[src/rtl/uart_alu_pkg.sv]
// Shared opcodes, header length and controller state encoding for the UART ALU.
package uart_alu_pkg;

  localparam logic [7:0] OP_ECHO = 8'hEC;
  localparam logic [7:0] OP_ADD  = 8'hAD;
  localparam logic [7:0] OP_MUL  = 8'h88;

  localparam int unsigned HDR_LEN = 4;

  typedef enum logic [2:0] {
    IDLE,
    OPCODE,
    RSVD,
    LEN_LO,
    LEN_HI,
    PAYLOAD,
    RESPOND
  } ctrl_state_t;

endpackage

[src/rtl/uart_alu_ctrl.sv]
// Packet state machine, 32-bit accumulator and 4-entry response FIFO.
// Define UART_ALU_MUL_EN to accept the mul32 opcode.
module uart_alu_ctrl
  import uart_alu_pkg::*;
(
  input  logic       clk,
  input  logic       rst,
  input  logic [7:0] i_rx_data,
  input  logic       i_rx_valid,
  output logic       o_rx_ready,
  output logic [7:0] o_tx_data,
  output logic       o_tx_valid,
  input  logic       i_tx_ready,
  input  logic       i_tx_busy,
  output logic       o_busy
);

  ctrl_state_t r_state;
  logic [7:0]  r_op;
  logic [7:0]  r_len_lo;
  logic [15:0] r_remain;
  logic [31:0] r_acc;
  logic [31:0] r_word;
  logic [1:0]  r_bidx;
  logic [2:0]  r_resp_cnt;
  logic [7:0]  r_mem [4];
  logic [1:0]  r_wp;
  logic [1:0]  r_rp;
  logic [2:0]  r_count;

  logic        w_is_echo, w_is_add, w_is_mul, w_is_arith;
  logic        w_full, w_push, w_pop, w_resp_done;
  logic [7:0]  w_push_data;
  logic [15:0] w_len;
  logic [31:0] w_word, w_acc_next;

  assign o_rx_ready = 1'b1;
  assign o_busy     = (r_state != IDLE);
  assign w_is_echo  = (r_op == OP_ECHO);
  assign w_is_add   = (r_op == OP_ADD);
`ifdef UART_ALU_MUL_EN
  assign w_is_mul   = (r_op == OP_MUL);
  assign w_acc_next = w_is_mul ? r_acc * w_word : r_acc + w_word;
`else
  assign w_is_mul   = 1'b0;
  assign w_acc_next = r_acc + w_word;
`endif
  assign w_is_arith  = w_is_add || w_is_mul;
  assign w_len       = {i_rx_data, r_len_lo};
  assign w_word      = {i_rx_data, r_word[31:8]};
  assign w_full      = (r_count == 3'd4);
  assign o_tx_valid  = (r_count != 3'd0);
  assign o_tx_data   = r_mem[r_rp];
  assign w_pop       = o_tx_valid && i_tx_ready;
  assign w_resp_done = !w_is_arith || (r_resp_cnt == 3'd4);

  always_comb begin
    w_push      = 1'b0;
    w_push_data = i_rx_data;
    if (r_state == PAYLOAD && i_rx_valid && w_is_echo) begin
      w_push = !w_full;
    end else if (r_state == RESPOND && !w_resp_done) begin
      w_push      = !w_full;
      w_push_data = r_acc[7:0];
    end
  end

  always_ff @(posedge clk) begin
    if (w_push) r_mem[r_wp] <= w_push_data;
  end

  always_ff @(posedge clk) begin
    if (rst) begin
      r_wp    <= '0;
      r_rp    <= '0;
      r_count <= '0;
    end else begin
      if (w_push) r_wp <= r_wp + 2'd1;
      if (w_pop)  r_rp <= r_rp + 2'd1;
      case ({w_push, w_pop})
        2'b10:   r_count <= r_count + 3'd1;
        2'b01:   r_count <= r_count - 3'd1;
        default: r_count <= r_count;
      endcase
    end
  end

  always_ff @(posedge clk) begin
    if (rst) begin
      r_state    <= IDLE;
      r_op       <= '0;
      r_len_lo   <= '0;
      r_remain   <= '0;
      r_acc      <= '0;
      r_word     <= '0;
      r_bidx     <= '0;
      r_resp_cnt <= '0;
    end else begin
      case (r_state)
        IDLE:   if (i_rx_valid) begin r_op <= i_rx_data; r_state <= OPCODE; end
        OPCODE: if (i_rx_valid) r_state <= RSVD;
        RSVD:   if (i_rx_valid) begin r_len_lo <= i_rx_data; r_state <= LEN_LO; end
        LEN_LO: if (i_rx_valid) begin
          r_remain <= (w_len < 16'(HDR_LEN)) ? '0 : w_len - 16'(HDR_LEN);
          r_state  <= LEN_HI;
        end
        LEN_HI: begin
          r_acc      <= w_is_mul ? 32'd1 : 32'd0;
          r_bidx     <= '0;
          r_resp_cnt <= '0;
          r_state    <= (r_remain == 16'd0) ? RESPOND : PAYLOAD;
        end
        PAYLOAD: if (i_rx_valid) begin
          r_remain <= r_remain - 16'd1;
          r_word   <= w_word;
          r_bidx   <= r_bidx + 2'd1;
          if (r_bidx == 2'd3 && w_is_arith) r_acc <= w_acc_next;
          if (r_remain == 16'd1) r_state <= RESPOND;
        end
        RESPOND: begin
          // Result bytes leave LSB first by shifting the accumulator down.
          if (w_push) begin
            r_acc      <= {8'h00, r_acc[31:8]};
            r_resp_cnt <= r_resp_cnt + 3'd1;
          end
          if (w_resp_done && r_count == 3'd0 && !i_tx_busy) r_state <= IDLE;
        end
        default: r_state <= IDLE;
      endcase
    end
  end

endmodule

[src/rtl/uart_rx.sv]
// 8N1 UART receiver: two-flop synchronizer, mid-bit sampling, valid/ready byte output.
module uart_rx #(
  parameter int PRESCALE = 16
) (
  input  logic       clk,
  input  logic       rst,
  input  logic       rx_i,
  input  logic       i_ready,
  output logic [7:0] o_data,
  output logic       o_valid
);

  localparam int CW = $clog2(PRESCALE + 1);
  localparam logic [CW-1:0] FULL = CW'(PRESCALE - 1);
  localparam logic [CW-1:0] HALF = CW'(PRESCALE / 2 - 1);

  logic [1:0]    r_sync;
  logic          r_active;
  logic [CW-1:0] r_cnt;
  logic [3:0]    r_bit;
  logic [7:0]    r_shift;
  logic          w_rx;
  logic [CW-1:0] w_lim;

  assign w_rx  = r_sync[1];
  // Start bit waits half a period to land mid-bit; later bits wait a full period.
  assign w_lim = (r_bit == 4'd0) ? HALF : FULL;

  always_ff @(posedge clk) begin
    if (rst) begin
      r_sync   <= 2'b11;
      r_active <= 1'b0;
      r_cnt    <= '0;
      r_bit    <= '0;
      r_shift  <= '0;
      o_data   <= '0;
      o_valid  <= 1'b0;
    end else begin
      r_sync <= {r_sync[0], rx_i};
      if (o_valid && i_ready) o_valid <= 1'b0;
      if (!r_active) begin
        r_cnt <= '0;
        r_bit <= '0;
        if (!w_rx) r_active <= 1'b1;
      end else if (r_cnt != w_lim) begin
        r_cnt <= r_cnt + CW'(1);
      end else begin
        r_cnt <= '0;
        if (r_bit == 4'd0) begin
          if (w_rx) r_active <= 1'b0;
          else      r_bit    <= 4'd1;
        end else if (r_bit <= 4'd8) begin
          r_shift <= {w_rx, r_shift[7:1]};
          r_bit   <= r_bit + 4'd1;
        end else begin
          r_active <= 1'b0;
          if (w_rx) begin
            o_data  <= r_shift;
            o_valid <= 1'b1;
          end
        end
      end
    end
  end

endmodule

[src/rtl/uart_tx.sv]
// 8N1 UART transmitter with valid/ready input; accepts the next byte in the last stop-bit cycle.
module uart_tx #(
  parameter int PRESCALE = 16
) (
  input  logic       clk,
  input  logic       rst,
  input  logic [7:0] i_data,
  input  logic       i_valid,
  output logic       o_ready,
  output logic       o_busy,
  output logic       tx_o
);

  localparam int CW = $clog2(PRESCALE + 1);
  localparam logic [CW-1:0] FULL = CW'(PRESCALE - 1);

  logic          r_busy;
  logic          r_tx;
  logic [CW-1:0] r_cnt;
  logic [3:0]    r_bit;
  logic [8:0]    r_shift;
  logic          w_last;

  assign w_last  = r_busy && (r_cnt == FULL) && (r_bit == 4'd9);
  assign o_ready = !r_busy || w_last;
  assign o_busy  = r_busy;
  assign tx_o    = r_tx;

  always_ff @(posedge clk) begin
    if (rst) begin
      r_busy  <= 1'b0;
      r_tx    <= 1'b1;
      r_cnt   <= '0;
      r_bit   <= '0;
      r_shift <= '1;
    end else if (i_valid && o_ready) begin
      r_busy  <= 1'b1;
      r_tx    <= 1'b0;
      r_shift <= {1'b1, i_data};
      r_cnt   <= '0;
      r_bit   <= '0;
    end else if (r_busy) begin
      if (r_cnt != FULL) begin
        r_cnt <= r_cnt + CW'(1);
      end else begin
        r_cnt <= '0;
        if (r_bit == 4'd9) begin
          r_busy <= 1'b0;
        end else begin
          r_tx    <= r_shift[0];
          r_shift <= {1'b1, r_shift[8:1]};
          r_bit   <= r_bit + 4'd1;
        end
      end
    end
  end

endmodule

[src/rtl/icebreaker_uart_alu.sv]
// UART packet ALU top: echo / add32 (and mul32 when UART_ALU_MUL_EN is defined) over 8N1 serial.
module icebreaker_uart_alu #(
  parameter int CLK_FREQ_HZ = 31500000,
  parameter int BAUD_RATE   = 9600
) (
  input  logic clk,
  input  logic rst,
  input  logic rx_i,
  output logic tx_o,
  output logic busy_o
);

  localparam int PRESCALE = CLK_FREQ_HZ / BAUD_RATE;

  logic [7:0] w_rx_data, w_tx_data;
  logic       w_rx_valid, w_rx_ready, w_tx_valid, w_tx_ready, w_tx_busy;

  uart_rx #(.PRESCALE(PRESCALE)) u_rx (
    .clk     (clk),
    .rst     (rst),
    .rx_i    (rx_i),
    .i_ready (w_rx_ready),
    .o_data  (w_rx_data),
    .o_valid (w_rx_valid)
  );

  uart_alu_ctrl u_ctrl (
    .clk        (clk),
    .rst        (rst),
    .i_rx_data  (w_rx_data),
    .i_rx_valid (w_rx_valid),
    .o_rx_ready (w_rx_ready),
    .o_tx_data  (w_tx_data),
    .o_tx_valid (w_tx_valid),
    .i_tx_ready (w_tx_ready),
    .i_tx_busy  (w_tx_busy),
    .o_busy     (busy_o)
  );

  uart_tx #(.PRESCALE(PRESCALE)) u_tx (
    .clk     (clk),
    .rst     (rst),
    .i_data  (w_tx_data),
    .i_valid (w_tx_valid),
    .o_ready (w_tx_ready),
    .o_busy  (w_tx_busy),
    .tx_o    (tx_o)
  );

endmodule

[config.mk]
export PLATFORM = sky130hd
export DESIGN_NAME = icebreaker_uart_alu
export DESIGN_NICKNAME = d
export VERILOG_FILES = /design/src/rtl/uart_alu_pkg.sv /design/src/rtl/uart_alu_ctrl.sv /design/src/rtl/uart_rx.sv /design/src/rtl/uart_tx.sv /design/src/rtl/icebreaker_uart_alu.sv
export SDC_FILE = /design/constraint.sdc
export NUM_CORES = 1
export LEC_CHECK = 0
export ABC_AREA = 1
export BUFFER_PORTS_ARGS = -buffer_cell sky130_fd_sc_hd__buf_2
export CELL_PAD_IN_SITES_DETAIL_PLACEMENT = 1
export CELL_PAD_IN_SITES_GLOBAL_PLACEMENT = 1
export CORE_UTILIZATION = 47
export DETAILED_ROUTE_END_ITERATION = 10
export PLACE_DENSITY_LB_ADDON = 0.1
export SYNTH_ARGS = -nofsm -noshare
export SYNTH_HDL_FRONTEND = slang
export SYNTH_HIERARCHICAL = 1
export SYNTH_SLANG_ARGS = --single-unit
[constraint.sdc]
create_clock -name clk -period 3.25 [get_ports clk]
set_input_delay 0.65 -clock clk [delete_from_list [all_inputs] [get_ports clk]]
set_output_delay 0.65 -clock clk [all_outputs]
set_load 0.01 [all_outputs]
[Word-level counts from Yosys, hierarchy flattened]
Memory sizes are Yosys's and may differ from the RTL's. A register that Yosys moved wholly into a read port is not among the register bits.
Index checks and enable logic that the tools add are counted.
Word-level totals
  register bits: 173
  memory bits (writable): 32
  input bits: 3
  output and inout bits: 2
  logic and storage cells: 173
  memories kept: 1
Cells by class
  add/sub/neg operators: 13
  $lt $le $gt $ge: 2
  eq/ne operators: 30
  mux-type cells: 53
  bitwise gates (word level): 6
  reductions and logical operators: 45
Memories
  u_ctrl.r_mem: depth 4, width 8, read ports 1, clocked after memory_dff 1, write ports 1, RTL line uart_alu_ctrl.sv:26  | logic [7:0] r_mem [4];
Operator list (number)
  $mux 32: 3
  $pmux 32 s3: 1
  $mux 16: 3
  $mux 8: 6
  $add 32x32->32: 1
  $pmux 16 s2: 1
  $add 12x1->12 const B: 2
  $mux 12: 2
  $mux 3: 8
  $ne 2x2->1 const B: 11
  $pmux 3 s7: 1
  $mux 1: 18
  $eq 16x1->1 const B: 1
  $eq 8x8->1 const B: 2
  $logic_not 16->1: 1
  $lt 16x3->1 const B: 1
  $sub 16x1->16 const B: 1
  $sub 16x3->16 const B: 1
  $eq 3x3->1 const B: 5
  $eq 12x12->1 const B: 1
  $mux 4: 3
  $ne 12x12->1: 1
  $ne 12x12->1 const B: 1
  $pmux 3 s2: 2
  29 further kinds: 72

[Logic depth before layout (Yosys ltp)]
  depth in word-level cells: 9
  gate-level depth with buffers: 16
  depth with buffers taken out: 15

[By module]
The synthesis kept the hierarchy.
Modules (own cells, without submodules)
  uart_alu_ctrl: instances 1, cells an instance 1319, area an instance 8630.8 µm², sequential area each 3062.9 µm²
  uart_rx: instances 1, cells an instance 242, area an instance 1685.4 µm², sequential area each 720.7 µm²
  uart_tx: instances 1, cells an instance 216, area an instance 1441.4 µm², sequential area each 520.5 µm²

[Worst setup path before layout]
Ideal clock, no wire load.
  path kind: register to register
  start point: register u_tx.r_cnt[0]
  end point: register u_ctrl.r_count[2]
  library setup time: 0.122 ns
  arrival: 2.175 ns
  data required time: 3.128 ns
  path slack: 0.953 ns
  stages on the path, launching flop included: 17
  path buffers: 1
  clock period less this slack: 2.297 ns
  path through: dfxtp_1 -> inv_1 -> ha_1 -> nand2_1 -> nor2_1 -> nand4_1 -> nand2_1 -> buf_2 -> nand2_1 -> inv_1 -> ha_1 -> inv_1 -> fa_1 -> a21oi_1 -> o21ai_0 -> o21ai_0 -> a21oi_1
Between the ends
  cells in the longest elaborated chain, start to end: 7
  elaborated cells on any way between the ends: 9
  those cells by class: eq/ne: 3; mux: 1; reduce/logical: 5
RTL lines
  start, declared: RTL line uart_tx.sv:19  | logic [CW-1:0] r_cnt;
  start signal, assigned: RTL line uart_tx.sv:44  | r_cnt <= r_cnt + CW'(1);
  $eq 12x12->1 *: RTL line uart_tx.sv:24  | assign w_last = r_busy && (r_cnt == FULL) && (r_bit == 4'd9);
  $logic_and 1x1->1 * (2 in a row): RTL line uart_tx.sv:24
  $logic_or 1x1->1 *: RTL line uart_tx.sv:25  | assign o_ready = !r_busy || w_last;
  net w_tx_ready: RTL line icebreaker_uart_alu.sv:16  | logic w_rx_valid, w_rx_ready, w_tx_valid, w_tx_ready, w_tx_busy;
  $logic_and 1x1->1 *: RTL line uart_alu_ctrl.sv:54  | assign w_pop = o_tx_valid && i_tx_ready;
  net u_ctrl.w_pop: RTL line uart_alu_ctrl.sv:32  | logic w_full, w_push, w_pop, w_resp_done;
  $eq 2x1->1 / $eq 2x2->1 (equally long branches): RTL line uart_alu_ctrl.sv:80  | case ({w_push, w_pop})
  $pmux 3 s2 / $reduce_bool 2->1 (equally long branches)
  end signal, assigned: RTL line uart_alu_ctrl.sv:81  | 2'b10: r_count <= r_count + 3'd1;
  end signal, assigned: RTL line uart_alu_ctrl.sv:82  | 2'b01: r_count <= r_count - 3'd1;
  end signal, assigned: RTL line uart_alu_ctrl.sv:83  | default: r_count <= r_count;
  end, declared: RTL line uart_alu_ctrl.sv:29  | logic [2:0] r_count;
Mark *: on every way through the listed nets, which the timed path passes. The rest lies on a longest branch.
A chain may end at the register's enable or synchronous reset.

[Worst setup path in the final report]
  start point: register u_ctrl.r_state[1]
  end point: register u_ctrl.r_acc[15]
Between the ends
  cells in the longest elaborated chain, start to end: 6
  elaborated cells on any way between the ends: 14
  those cells by class: eq/ne: 6; mux: 3; reduce/logical: 5
RTL lines
  start, declared: RTL line uart_alu_ctrl.sv:18  | ctrl_state_t r_state;
  start signal, assigned: RTL line uart_alu_ctrl.sv:111  | r_state <= (r_remain == 16'd0) ? RESPOND : PAYLOAD;
  $eq 3x3->1, on equally long branches: RTL line uart_alu_ctrl.sv:62, uart_alu_ctrl.sv:99, uart_alu_ctrl.sv:60
  $logic_and 1x1->1, on equally long branches: RTL line uart_alu_ctrl.sv:62, uart_alu_ctrl.sv:60
  $mux 1 / $logic_and 1x1->1 (equally long branches): RTL line uart_alu_ctrl.sv:62, uart_alu_ctrl.sv:60
  $mux 1: RTL line uart_alu_ctrl.sv:60  | if (r_state == PAYLOAD && i_rx_valid && w_is_echo) begin
  $ne 2x1->1 (no line)
  $reduce_and 4->1 (no line)
  end signal, assigned: RTL line uart_alu_ctrl.sv:108  | r_acc <= w_is_mul ? 32'd1 : 32'd0;
  end signal, assigned: RTL line uart_alu_ctrl.sv:117  | if (r_bidx == 2'd3 && w_is_arith) r_acc <= w_acc_next;
  end signal, assigned: RTL line uart_alu_ctrl.sv:123  | r_acc <= {8'h00, r_acc[31:8]};
  end, declared: RTL line uart_alu_ctrl.sv:22  | logic [31:0] r_acc;
Parallel ways exist; a longest one is shown, timed or not.

==> reports/metrics.cfg <==
[layout]
area_growth_pct=7.02
layout_commonest_cell=nand2_1
nFillCells=3309
drive_above_1_share_pct=5.13
regArea_um2=4300
multi_input_area_um2=6200
layout_common_cells=nand2_1 (479), inv_1 (249), nor2_1 (228)
final_core_util_pct=51.4
layout.nets=1816

[logic_synthesis]
syn_avg_cell_area_um2=6.62
ys_async_sr_fraction_pct=0
synth.distinct_cells=50
synthCells=1777
ys.flop_type=dfxtp_1
yosysWarnings=6
synth_edf_count=32
synth_nets=1831
ys_seq_area_share_pct=36.6
synth_seq_cells=199
synth.cell_area_um2=11800

[setup_path]
critical_path_class=reg -> reg
end_kind=register
path_max_fanout=34
critPathRequiredTime_ps=3570
critPathLaunch=u_ctrl/r_state[1]$_SDFFE_PP0P_
start_kind=register
worst-endpoint-arrival_ps=3340
worstReg2RegStart=u_ctrl/r_state[1]$_SDFFE_PP0P_

[placed_design]
place_congestion=0.846
dp_hpwl_um=25900
io_buffer_count=4

[clocking]
cts_hold_buffers=0
cts_made_buffers=17
cts.sinks=199
cts-htree-levels=4
path_clk_slew_ps=70
cts_tree=built
cts_resized=0
cts-root-buf=clkbuf_16
insertion_delay_ps=440
cts_buffer_depth=2
post_cts.repair.setup_buffers=0

[drt]
wl_met1_um=16500
drt_first_iter_violations=548
postRouteAntennaNets=0
drc_errors=0
highest_layer=met4
via_per_inst=5.33
num_vias=11200
drtPass1Iterations=4
dr_wl_met3_um=897
wl_per_cell_um=16.5
totalWireLength_um=34500
route.met2.wl_um=16700

[outcome]
run_status=finished clean

[die]
core_um2=24500
die_area_um2=25700
num_rows=57
die_h_um=160
ios=5
start_util_pct=48.1
die_w_um=160

[pwr]
p_leak_nw=6.02
vdd_drop_max_mv=0.333
power.density_nw_per_um2=453

[timing]
drv_slew=0
fmaxAchievable_mhz=331
tns_ps=0
fin_crit_ps=3020
setup_viol=0
skew_ps=16.5
slew_headroom_pct=45.5
tightest_slew_ps=814
rsz0062_at_grt=false
holdWs_ps=402
period_share_pct=92.9
hold_viol=0

[global_routing]
grt_max_degree=46
grt-ovfl-total=0
grtUsageTotal_pct=27.8
grt_pass1_vias=11300
grt_first_pass_wirelength_um=57500
antenna_found_initial=1

[worst_hold_path]
hold_start=rx_i
hp-class=in -> reg

[run]
cap_viol_max_count=0

==> power breakdown <==
group,switching (mW),total (mW),internal [mW]
clock,1.02,2.12,1.11
sequential,0.123,2.75,2.62
combinational,0.579,0.826,0.247
total,1.72,5.69,3.98
==> cell families (layout without fill, tap and decap cells) <==
logic type                 Yosys count  count (layout)  share of synthesized area (%)
AOI/OAI and AO/OA                  286             286                           12.7
buffers and inverters              313             310                           10.7
and+or+nand+nor                    902             902                           32.6
other                                1               2                         0.0319
DFF                                199             199                           36.6
xor gates and xnor gates            25              25                           1.86
adders and majority gates           51              51                           5.55
==> per-stage QoR <==
step                cells  cell area, µm²  power (mW)  worst slack (ps)
global placement     2067           12000        3.57               433
detailed placement   2067           12000        3.62               301
global route         2098           12600        5.96              10.9
CTS                  2098           12600        5.75               287
floorplan            1777           11800        3.43               953
finish               2099           12600        5.69               229
==> worst max-delay path, cell delays in order (launching register included) <==
cell and delay (ps):
dfxtp_1 480, nor3_4 80, inv_2 370, nor2_4 50, buf_4 240, inv_2 300, nand3_2 150, nand2_4 370
clkinv_2 480, o21ai_1 280, a21oi_1 60
==> state kept, by name (all words and copies together), names as in the netlist, 3 cells and up, named ones only <==
signal,flops
u_ctrl/r_mem,32
u_ctrl/r_acc,32
u_rx/r_shift,8
u_tx/r_shift,8
u_ctrl/r_resp_cnt,3
u_tx/r_cnt,12
u_ctrl/r_state,3
u_ctrl/r_word,24
u_tx/r_bit,4
u_ctrl/r_op,8
u_ctrl/r_len_lo,8
u_rx/r_bit,4
u_rx/r_cnt,12
u_ctrl/r_remain,16
u_ctrl/r_count,3
u_rx/o_data,8
==> cell type report <==
| class | count | area share [%] |
|---|---|---|
| repair buffers | 13 | 0.795 |
| well taps | 324 | 3.22 |
| inverters | 266 | 7.94 |
| clock inverters | 12 | 1.05 |
| diodes | 1 | 0.0199 |
| flip-flops and latches | 199 | 34.2 |
| multi-input cells | 1265 | 49.2 |
| clock buffers | 19 | 3.52 |
==> per-layer routing <==
metal,track usage [%],vias up
met5,0,-
met4,6.84,0
met3,2.96,24
met2,48.2,131
met1,36.7,5405
li1,-,5625
==> Yosys cell counts, drive strengths merged (4+ instances only) <==
library cell  number  share of area [%]
edfxtp            32                8.2
nand3b            14               0.89
nand4             18                1.2
buf               27                1.5
nand3            111                4.8
nor3              20                1.1
o22ai              8               0.43
nor2             236                7.9
inv              262                8.4
a21oi            140                6.0
clkinv             4               0.14
dfxtp            167                 28
o21ai            123                5.3
nand2            488                 16
or2                7               0.37
o211ai             4               0.26
ha                49                5.2
xor2              22                1.6
clkbuf            20               0.72
==> path summary, 6_finish.rpt <==
kind	cells past startpoint	slack [ps]	to
worst min-delay path	2	400	u_rx/r_sync[0]$_SDFF_PP1_
worst min register to register	1	420	u_rx/r_sync[1]$_SDFF_PP1_
worst max register to register	10	230	u_ctrl/r_acc[15]$_SDFFE_PP0P_
worst max-delay path	10	230	u_ctrl/r_acc[15]$_SDFFE_PP0P_
(Power assumes the default switching activity.)
